**src/rtl/pipeline_hazard_ctrl_if.sv**
```systemverilog
// ID-stage hazard bus: instruction operand info in, pipeline-register controls out.
// The master side is the pipeline datapath; the slave side is the hazard controller.
interface pipeline_hazard_ctrl_if #(
  parameter int AW = 3
);
  logic          issue_valid;
  logic [AW-1:0] rs_id;
  logic [AW-1:0] rt_id;
  logic          rs_used;
  logic          rt_used;
  logic [AW-1:0] rd_id;
  logic          regwrite_id;
  logic          branch_taken;
  logic          mem_busy;
  logic          pc_we;
  logic          ifid_we;
  logic          ifid_flush;
  logic          idex_bubble;
  logic [7:0]    stall_cycles;
  logic          timeout_err;
  logic [1:0]    state;

  modport master (
    output issue_valid, rs_id, rt_id, rs_used, rt_used, rd_id, regwrite_id,
           branch_taken, mem_busy,
    input  pc_we, ifid_we, ifid_flush, idex_bubble, stall_cycles, timeout_err, state
  );

  modport slave (
    input  issue_valid, rs_id, rt_id, rs_used, rt_used, rd_id, regwrite_id,
           branch_taken, mem_busy,
    output pc_we, ifid_we, ifid_flush, idex_bubble, stall_cycles, timeout_err, state
  );
endinterface

```
**src/rtl/pipeline_hazard_ctrl.sv**
```systemverilog
// Stall/flush sequencer for the 5-stage core: countdown scoreboard for in-flight
// register writes, memory-wait freeze with watchdog, and branch flush.
//
// state  | meaning
// RUN    | pipeline advances (also the branch-flush cycle)
// STALL  | RAW hazard in ID, bubble into ID/EX
// FREEZE | data memory busy, every stage holds
// ERROR  | memory wait timed out, pipeline halted until reset
module pipeline_hazard_ctrl #(
  parameter int NREG         = 8,
  parameter int AW           = 3,
  parameter int WB_DEPTH     = 2,
  parameter int MEM_WAIT_MAX = 15
) (
  input logic                   clk,
  input logic                   rst_n,
  pipeline_hazard_ctrl_if.slave hz
);

  typedef enum logic [1:0] {
    S_RUN    = 2'd0,
    S_STALL  = 2'd1,
    S_FREEZE = 2'd2,
    S_ERROR  = 2'd3
  } state_t;

  state_t     state_q;
  state_t     case_sel;
  logic [1:0] pending [NREG];
  logic [7:0] wait_cnt;
  logic [7:0] stall_cnt;
  logic       timeout_q;
  logic       rs_hit;
  logic       rt_hit;
  logic       hazard;
  logic       branch_sel;
  logic       fire;
  logic       sb_load;
  logic       timeout_hit;

  always_comb begin
    rs_hit = hz.rs_used && (hz.rs_id != '0) && (pending[hz.rs_id] != 2'd0);
    rt_hit = hz.rt_used && (hz.rt_id != '0) && (pending[hz.rt_id] != 2'd0);
    hazard = hz.issue_valid && (rs_hit || rt_hit);
  end

  // Case selection in priority order; the branch-flush cycle counts as RUN state
  // but never fires the ID instruction.
  always_comb begin
    case_sel   = S_RUN;
    branch_sel = 1'b0;
    if (state_q == S_ERROR) begin
      case_sel = S_ERROR;
    end else if (hz.mem_busy) begin
      case_sel = S_FREEZE;
    end else if (hz.branch_taken) begin
      case_sel   = S_RUN;
      branch_sel = 1'b1;
    end else if (hazard) begin
      case_sel = S_STALL;
    end
  end

  always_comb begin
    fire        = hz.issue_valid && (case_sel == S_RUN) && !branch_sel;
    sb_load     = fire && hz.regwrite_id && (hz.rd_id != '0);
    timeout_hit = (state_q != S_ERROR) && hz.mem_busy && (wait_cnt == 8'(MEM_WAIT_MAX));
  end

  // Zero-latency controls; reset forces a safe bubble regardless of state.
  always_comb begin
    hz.pc_we       = 1'b0;
    hz.ifid_we     = 1'b0;
    hz.ifid_flush  = 1'b0;
    hz.idex_bubble = 1'b1;
    if (rst_n) begin
      case (case_sel)
        S_FREEZE: hz.idex_bubble = 1'b0;
        S_STALL:  hz.idex_bubble = 1'b1;
        S_RUN: begin
          hz.pc_we       = 1'b1;
          hz.ifid_we     = 1'b1;
          hz.ifid_flush  = branch_sel;
          hz.idex_bubble = branch_sel;
        end
        default: hz.idex_bubble = 1'b1;
      endcase
    end
  end

  always_ff @(posedge clk or negedge rst_n) begin
    if (!rst_n) begin
      state_q   <= S_RUN;
      wait_cnt  <= 8'd0;
      stall_cnt <= 8'd0;
      timeout_q <= 1'b0;
    end else begin
      state_q <= timeout_hit ? S_ERROR : case_sel;
      if (timeout_hit) begin
        timeout_q <= 1'b1;
      end
      if (!hz.mem_busy) begin
        wait_cnt <= 8'd0;
      end else if (wait_cnt != 8'hFF) begin
        wait_cnt <= wait_cnt + 8'd1;
      end
      if ((case_sel == S_STALL) && (stall_cnt != 8'hFF)) begin
        stall_cnt <= stall_cnt + 8'd1;
      end
    end
  end

  // Scoreboard: a fresh load on the same register wins over its decrement.
  always_ff @(posedge clk or negedge rst_n) begin
    if (!rst_n) begin
      for (int i = 0; i < NREG; i++) begin
        pending[i] <= 2'd0;
      end
    end else begin
      pending[0] <= 2'd0;
      if (!hz.mem_busy) begin
        for (int i = 1; i < NREG; i++) begin
          if (sb_load && (hz.rd_id == AW'(i))) begin
            pending[i] <= 2'(WB_DEPTH);
          end else if (pending[i] != 2'd0) begin
            pending[i] <= pending[i] - 2'd1;
          end
        end
      end
    end
  end

  assign hz.state        = state_q;
  assign hz.stall_cycles = stall_cnt;
  assign hz.timeout_err  = timeout_q;

endmodule
```
**src/flat_wrapper.sv**
```systemverilog
// flat-port wrapper written by rule: the top's interface ports become plain ports
module pipeline_hazard_ctrl_flat 
#(
  parameter int NREG         = 8,
  parameter int AW           = 3,
  parameter int WB_DEPTH     = 2,
  parameter int MEM_WAIT_MAX = 15
)
  (clk, rst_n, hz_issue_valid, hz_rs_id, hz_rt_id, hz_rs_used, hz_rt_used, hz_rd_id, hz_regwrite_id, hz_branch_taken, hz_mem_busy, hz_pc_we, hz_ifid_we, hz_ifid_flush, hz_idex_bubble, hz_stall_cycles, hz_timeout_err, hz_state);
  pipeline_hazard_ctrl_if #(.AW(AW)) hz_i ();
  input logic clk;
  input logic rst_n;
  input wire logic [$bits(hz_i.issue_valid)-1:0] hz_issue_valid;
  input wire logic [$bits(hz_i.rs_id)-1:0] hz_rs_id;
  input wire logic [$bits(hz_i.rt_id)-1:0] hz_rt_id;
  input wire logic [$bits(hz_i.rs_used)-1:0] hz_rs_used;
  input wire logic [$bits(hz_i.rt_used)-1:0] hz_rt_used;
  input wire logic [$bits(hz_i.rd_id)-1:0] hz_rd_id;
  input wire logic [$bits(hz_i.regwrite_id)-1:0] hz_regwrite_id;
  input wire logic [$bits(hz_i.branch_taken)-1:0] hz_branch_taken;
  input wire logic [$bits(hz_i.mem_busy)-1:0] hz_mem_busy;
  output wire logic [$bits(hz_i.pc_we)-1:0] hz_pc_we;
  output wire logic [$bits(hz_i.ifid_we)-1:0] hz_ifid_we;
  output wire logic [$bits(hz_i.ifid_flush)-1:0] hz_ifid_flush;
  output wire logic [$bits(hz_i.idex_bubble)-1:0] hz_idex_bubble;
  output wire logic [$bits(hz_i.stall_cycles)-1:0] hz_stall_cycles;
  output wire logic [$bits(hz_i.timeout_err)-1:0] hz_timeout_err;
  output wire logic [$bits(hz_i.state)-1:0] hz_state;
  assign hz_i.issue_valid = hz_issue_valid;
  assign hz_i.rs_id = hz_rs_id;
  assign hz_i.rt_id = hz_rt_id;
  assign hz_i.rs_used = hz_rs_used;
  assign hz_i.rt_used = hz_rt_used;
  assign hz_i.rd_id = hz_rd_id;
  assign hz_i.regwrite_id = hz_regwrite_id;
  assign hz_i.branch_taken = hz_branch_taken;
  assign hz_i.mem_busy = hz_mem_busy;
  assign hz_pc_we = hz_i.pc_we;
  assign hz_ifid_we = hz_i.ifid_we;
  assign hz_ifid_flush = hz_i.ifid_flush;
  assign hz_idex_bubble = hz_i.idex_bubble;
  assign hz_stall_cycles = hz_i.stall_cycles;
  assign hz_timeout_err = hz_i.timeout_err;
  assign hz_state = hz_i.state;
  pipeline_hazard_ctrl #(.NREG(NREG), .AW(AW), .WB_DEPTH(WB_DEPTH), .MEM_WAIT_MAX(MEM_WAIT_MAX)) u_core (.clk(clk), .rst_n(rst_n), .hz(hz_i));
endmodule
```
**config.mk**
```make
export PLATFORM = sky130hd
export DESIGN_NAME = pipeline_hazard_ctrl_flat
export DESIGN_NICKNAME = d
export VERILOG_FILES = /design/src/rtl/pipeline_hazard_ctrl_if.sv /design/src/rtl/pipeline_hazard_ctrl.sv /design/src/flat_wrapper.sv
export SDC_FILE = /design/constraint.sdc
export NUM_CORES = 1
export LEC_CHECK = 0
export ABC_AREA = 1
export BUFFER_PORTS_ARGS = -buffer_cell sky130_fd_sc_hd__buf_2
export CORE_AREA = 2 2 74 76
export DETAILED_ROUTE_END_ITERATION = 10
export DIE_AREA = 0 0 76 78
export PLACE_DENSITY_LB_ADDON = 0.1
export SKIP_LAST_GASP = 1
export SYNTH_ARGS = -nofsm -noshare
export SYNTH_HDL_FRONTEND = slang
export SYNTH_SLANG_ARGS = --single-unit
```
**constraint.sdc**
```tcl
create_clock -name clk -period 4.3 [get_ports clk]
set_input_delay 0.645 -clock clk [delete_from_list [all_inputs] [get_ports clk]]
set_output_delay 0.645 -clock clk [all_outputs]
set_load 0.02 [all_outputs]
```
==> key figures <==
Setup path
  – Kind of capture point of the worst setup path: primary output
  – Worst path max stage delay: around 0.56 ns
  – CP cell instances: buf_2 > clkinv_1 > nand2_1 > nor2_1 > nand2_4 > nand2_4 > nor3_1 > buf_2
  – Max FO, Critical Path: 26
  – Critical path required time: about 3.7 ns
  – Number of cells on the critical path: 8
  – CP arrival: ~2.2 ns
  – Slowest CP cell: clkinv_1
  – Largest delay contributor family on the critical path: buffers and inverters
  – Startpoint type of the worst setup path: primary input
  – Setup CP Type: primary input to primary output
  – Count of buffering cells on the critical path with inverters included: 3
  – Number of cells on the worst reg-to-reg path: 14

Timing
  – Slew headroom: 0.556
  – Maximum clock frequency: 0.348 GHz
  – Final setup violation count: 0
  – Hold Vio Cnt, Final: 0
  – Actual slew at the worst max-slew pin: 0.663 ns
  – Clock Skew: 0.00622 ns
  – Sum of negative setup slack: 0 ns
  – Final worst-path cycle share: 0.669
  – Max Transition Viols Final: 0
  – Final period demand of the worst path: 2.88 ns
  – RSZ-0062 raised after global routing: no

Synth
  – Library cell occupying the most area in the post-synthesis netlist: dfrtp_1
  – Cell types with the largest area share after synthesis: dfrtp_1 (39%), nand2_1 (15%), inv_1 (8.5%)
  – Register bit count reported by yosys: 33
  – Cell count after synthesis: a little under 300
  – Synthesis Warnings: 0
  – Mean instance size in the synthesized netlist: between 7 and 8 µm²
  – Yosys top cell area share: 0.391
  – Unique cell type count in the Yosys netlist: 30
  – Synthesized Nets: approximately 320
  – Register area share after synthesis: 0.391
  – Cell area after technology mapping: around 2100 µm²

GRT
  – Total routing usage reported by global routing: 0.166
  – Overall overflow remaining after global route: 0
  – Number of global-route vias before repair: ~1800
  – Largest net degree at the start of global routing: 31
  – Antenna violations before repair: 0
  – Wire length of the first global-routing pass: a little under 8000 µm

Layout
  – Design area: ~2400 µm²
  – Non-filler instance count after layout: 394
  – Post-layout utilization of the core: 0.480
  – Layout cells sized above 1: 0.173
  – Number of diodes: 0
  – Total Nets Final: 350
  – Area overhead of the layout relative to synthesis: 14.4%

Drt
  – Post-detailed-route via-to-cell ratio: 4.65
  – Routed wire length per instance: ~11 µm
  – Drt first pass iters: 4
  – Post-DRT Antenna Nets: 0
  – Drt total wl: between 4000 and 5000 µm
  – DRC errors left: 0
  – Count of vias placed by the detailed router: approximately 1800
  – Detailed Route Iter0 Violations: 70

Floorplan
  – IO Count: 32
  – Die Footprint: roughly 5900 µm²
  – Chip Height: ~80 µm
  – Horiz. Die Dim: 76 µm
  – Initial core utilization: 0.419
  – Core Footprint: 5040 µm²
  – Row Count: 26

Outcome
  – Run status: completed

Clock tree
  – Maximum clock path buffer count: 2
  – Number of hold buffers added after CTS: 0
  – Clock latency at the later pin of the worst-skew pair: about 0.28 ns
  – Clock Root Buffer: clkbuf_8
  – Clock sinks: 33
  – Number of setup buffers added after CTS: 0
  – Cts bufs inserted: 5
  – Clock-pin slew on the worst setup and hold paths: 0.06 ns
  – Clock tree from TritonCTS: yes
  – Number of levels the H-tree was split into: 2
  – CTS-repair resized insts: 0

Power
  – Total power: between 1000 and 1500 µW
  – P_leak: between 0.001 and 0.0015 µW
  – Power density over the cells: roughly 450 nW/µm²
  – Maximum VDD drop: approximately 0.00023 V

Placement
  – Dpl cells: slightly below 400
  – Placed Area: ~2300 µm²
  – Final HPWL from detailed placement: roughly 3300 µm
  – Final weighted congestion in routability-driven placement: about 0.79
  – Buffers on Ports: 31

Flow run
  – Maxcap violations: 0

Worst hold path
  – Hold/Removal Path Class: primary input to asynchronous set/reset pin
==> report_power, final <==
group,internal [µW],leakage [µW],total (µW),switching (µW)
logic,162,0.000857,402,240
clock network,127,0.0000443,232,105
registers,391,0.000412,451,59.7
==> worst paths after layout <==
| check | slack [ns] | to | from |
|---|---|---|---|
| setup / recovery | 1.42 | hz_ifid_we | hz_mem_busy |
| hold / removal | 0.19 | u_core.wait_cnt[1]$_DFFE_PN0P_ | rst_n |
| setup reg to reg | 2.61 | u_core.pending[5]$_DFFE_PN0P_ | u_core.pending[4]$_DFFE_PN0P_ |
| hold reg to reg | 0.46 | u_core.hz.timeout_err$_DFFE_PN0P_ | u_core.hz.timeout_err$_DFFE_PN0P_ |
| max in group asynchronous | 3.50 | u_core.hz.state[1]$_DFF_PN0_ | rst_n |
| min in group clk | 0.46 | u_core.hz.timeout_err$_DFFE_PN0P_ | u_core.hz.timeout_err$_DFFE_PN0P_ |
==> cells by family after synthesis <==
family                   count (synthesis)  synth area share
AO/OA/AOI/OAI                           23            0.0752
flip-flops                              33             0.391
AND/OR/NAND/NOR                        163             0.348
buffers and inverters                   55             0.104
adder cells (fa/ha/maj)                  9            0.0533
XOR/XNOR                                 7            0.0290
==> registers in the layout (all words and copies together) (netlist names) <==
register and flops:
u_core.pending 14, u_core.hz.state 2, u_core.wait_cnt 8, u_core.hz.timeout_err 1, u_core.hz.stall_cycles 8
==> placed cells by master, fill, tap and decap left out <==
cell       n
o21ai_2    7
clkbuf_1   1
o211ai_1   1
buf_2     31
a311oi_1   1
clkinv_1   1
nand2_4    2
nor3_1     4
nand4_1    7
nand3_4    1
nand3_1   33
nand2_2    5
clkbuf_8   6
o21ai_0    6
dfrtp_1   33
xor2_1     5
a31oi_1    3
nor4_1     1
a21oi_1    3
xnor2_1    2
a21oi_2    1
a221oi_1   1
nor2_1    26
ha_1       9
inv_2      1
nand3b_1   1
nor3_4     1
buf_4      1
nand2_1   82
inv_1     48
==> worst reg2reg max path, cell delays in order (launching register included) <==
cell and delay [ns]:
dfrtp_1 0.39, nor2_1 0.17, nand2_1 0.07, nand2_1 0.06, nand2_1 0.05, nand2_1 0.06
nand2_1 0.04, nand2_1 0.07, nand2_2 0.08, nand2_4 0.11, nand3_1 0.16, nand2_1 0.12
nand2_1 0.07, nand2_1 0.08, nand2_1 0.04
==> synth_stat cells (all sizes together) <==
| cell | count |
|---|---|
| o21ai | 13 |
| nand3 | 34 |
| a21oi | 4 |
| nand3b | 1 |
| xor2 | 5 |
| nand4 | 7 |
| nor3 | 5 |
| a311oi | 1 |
| nand2 | 89 |
| o211ai | 1 |
| nor2 | 26 |
| inv | 49 |
| dfrtp | 33 |
| clkbuf | 2 |
| clkinv | 1 |
| a221oi | 1 |
| buf | 3 |
| ha | 9 |
| nor4 | 1 |
| a31oi | 3 |
| xnor2 | 2 |
==> stage by stage <==
stage          hold slack [ns]  worst slack (ns)
3_5_place_dp             0.449              1.38
2_1_floorplan            0.349              1.61
6_report                 0.187              1.42
5_1_grt                  0.178              1.21
3_3_place_gp             0.447              1.42
4_1_cts                  0.179              1.38
==> routing by layer <==
metal	part of all wire	track usage	wire length [µm]	vias to the layer above
met1	0.53	0.227	2290	807
met3	0.041	0.0360	176	6
met2	0.41	0.262	1760	38
met4	0.014	0.0545	60	0
met5	0	0	0	-
li1	-	-	-	983
==> layout make-up <==
class	count	area (µm²)
fill	522	2620
inverter	50	188
multi-input combinational	202	1070
timing repair buffer	32	163
sequential	33	826
clock buffer	7	86.3
tap	70	87.6
No activity file was read; power rests on OpenSTA's default activity.
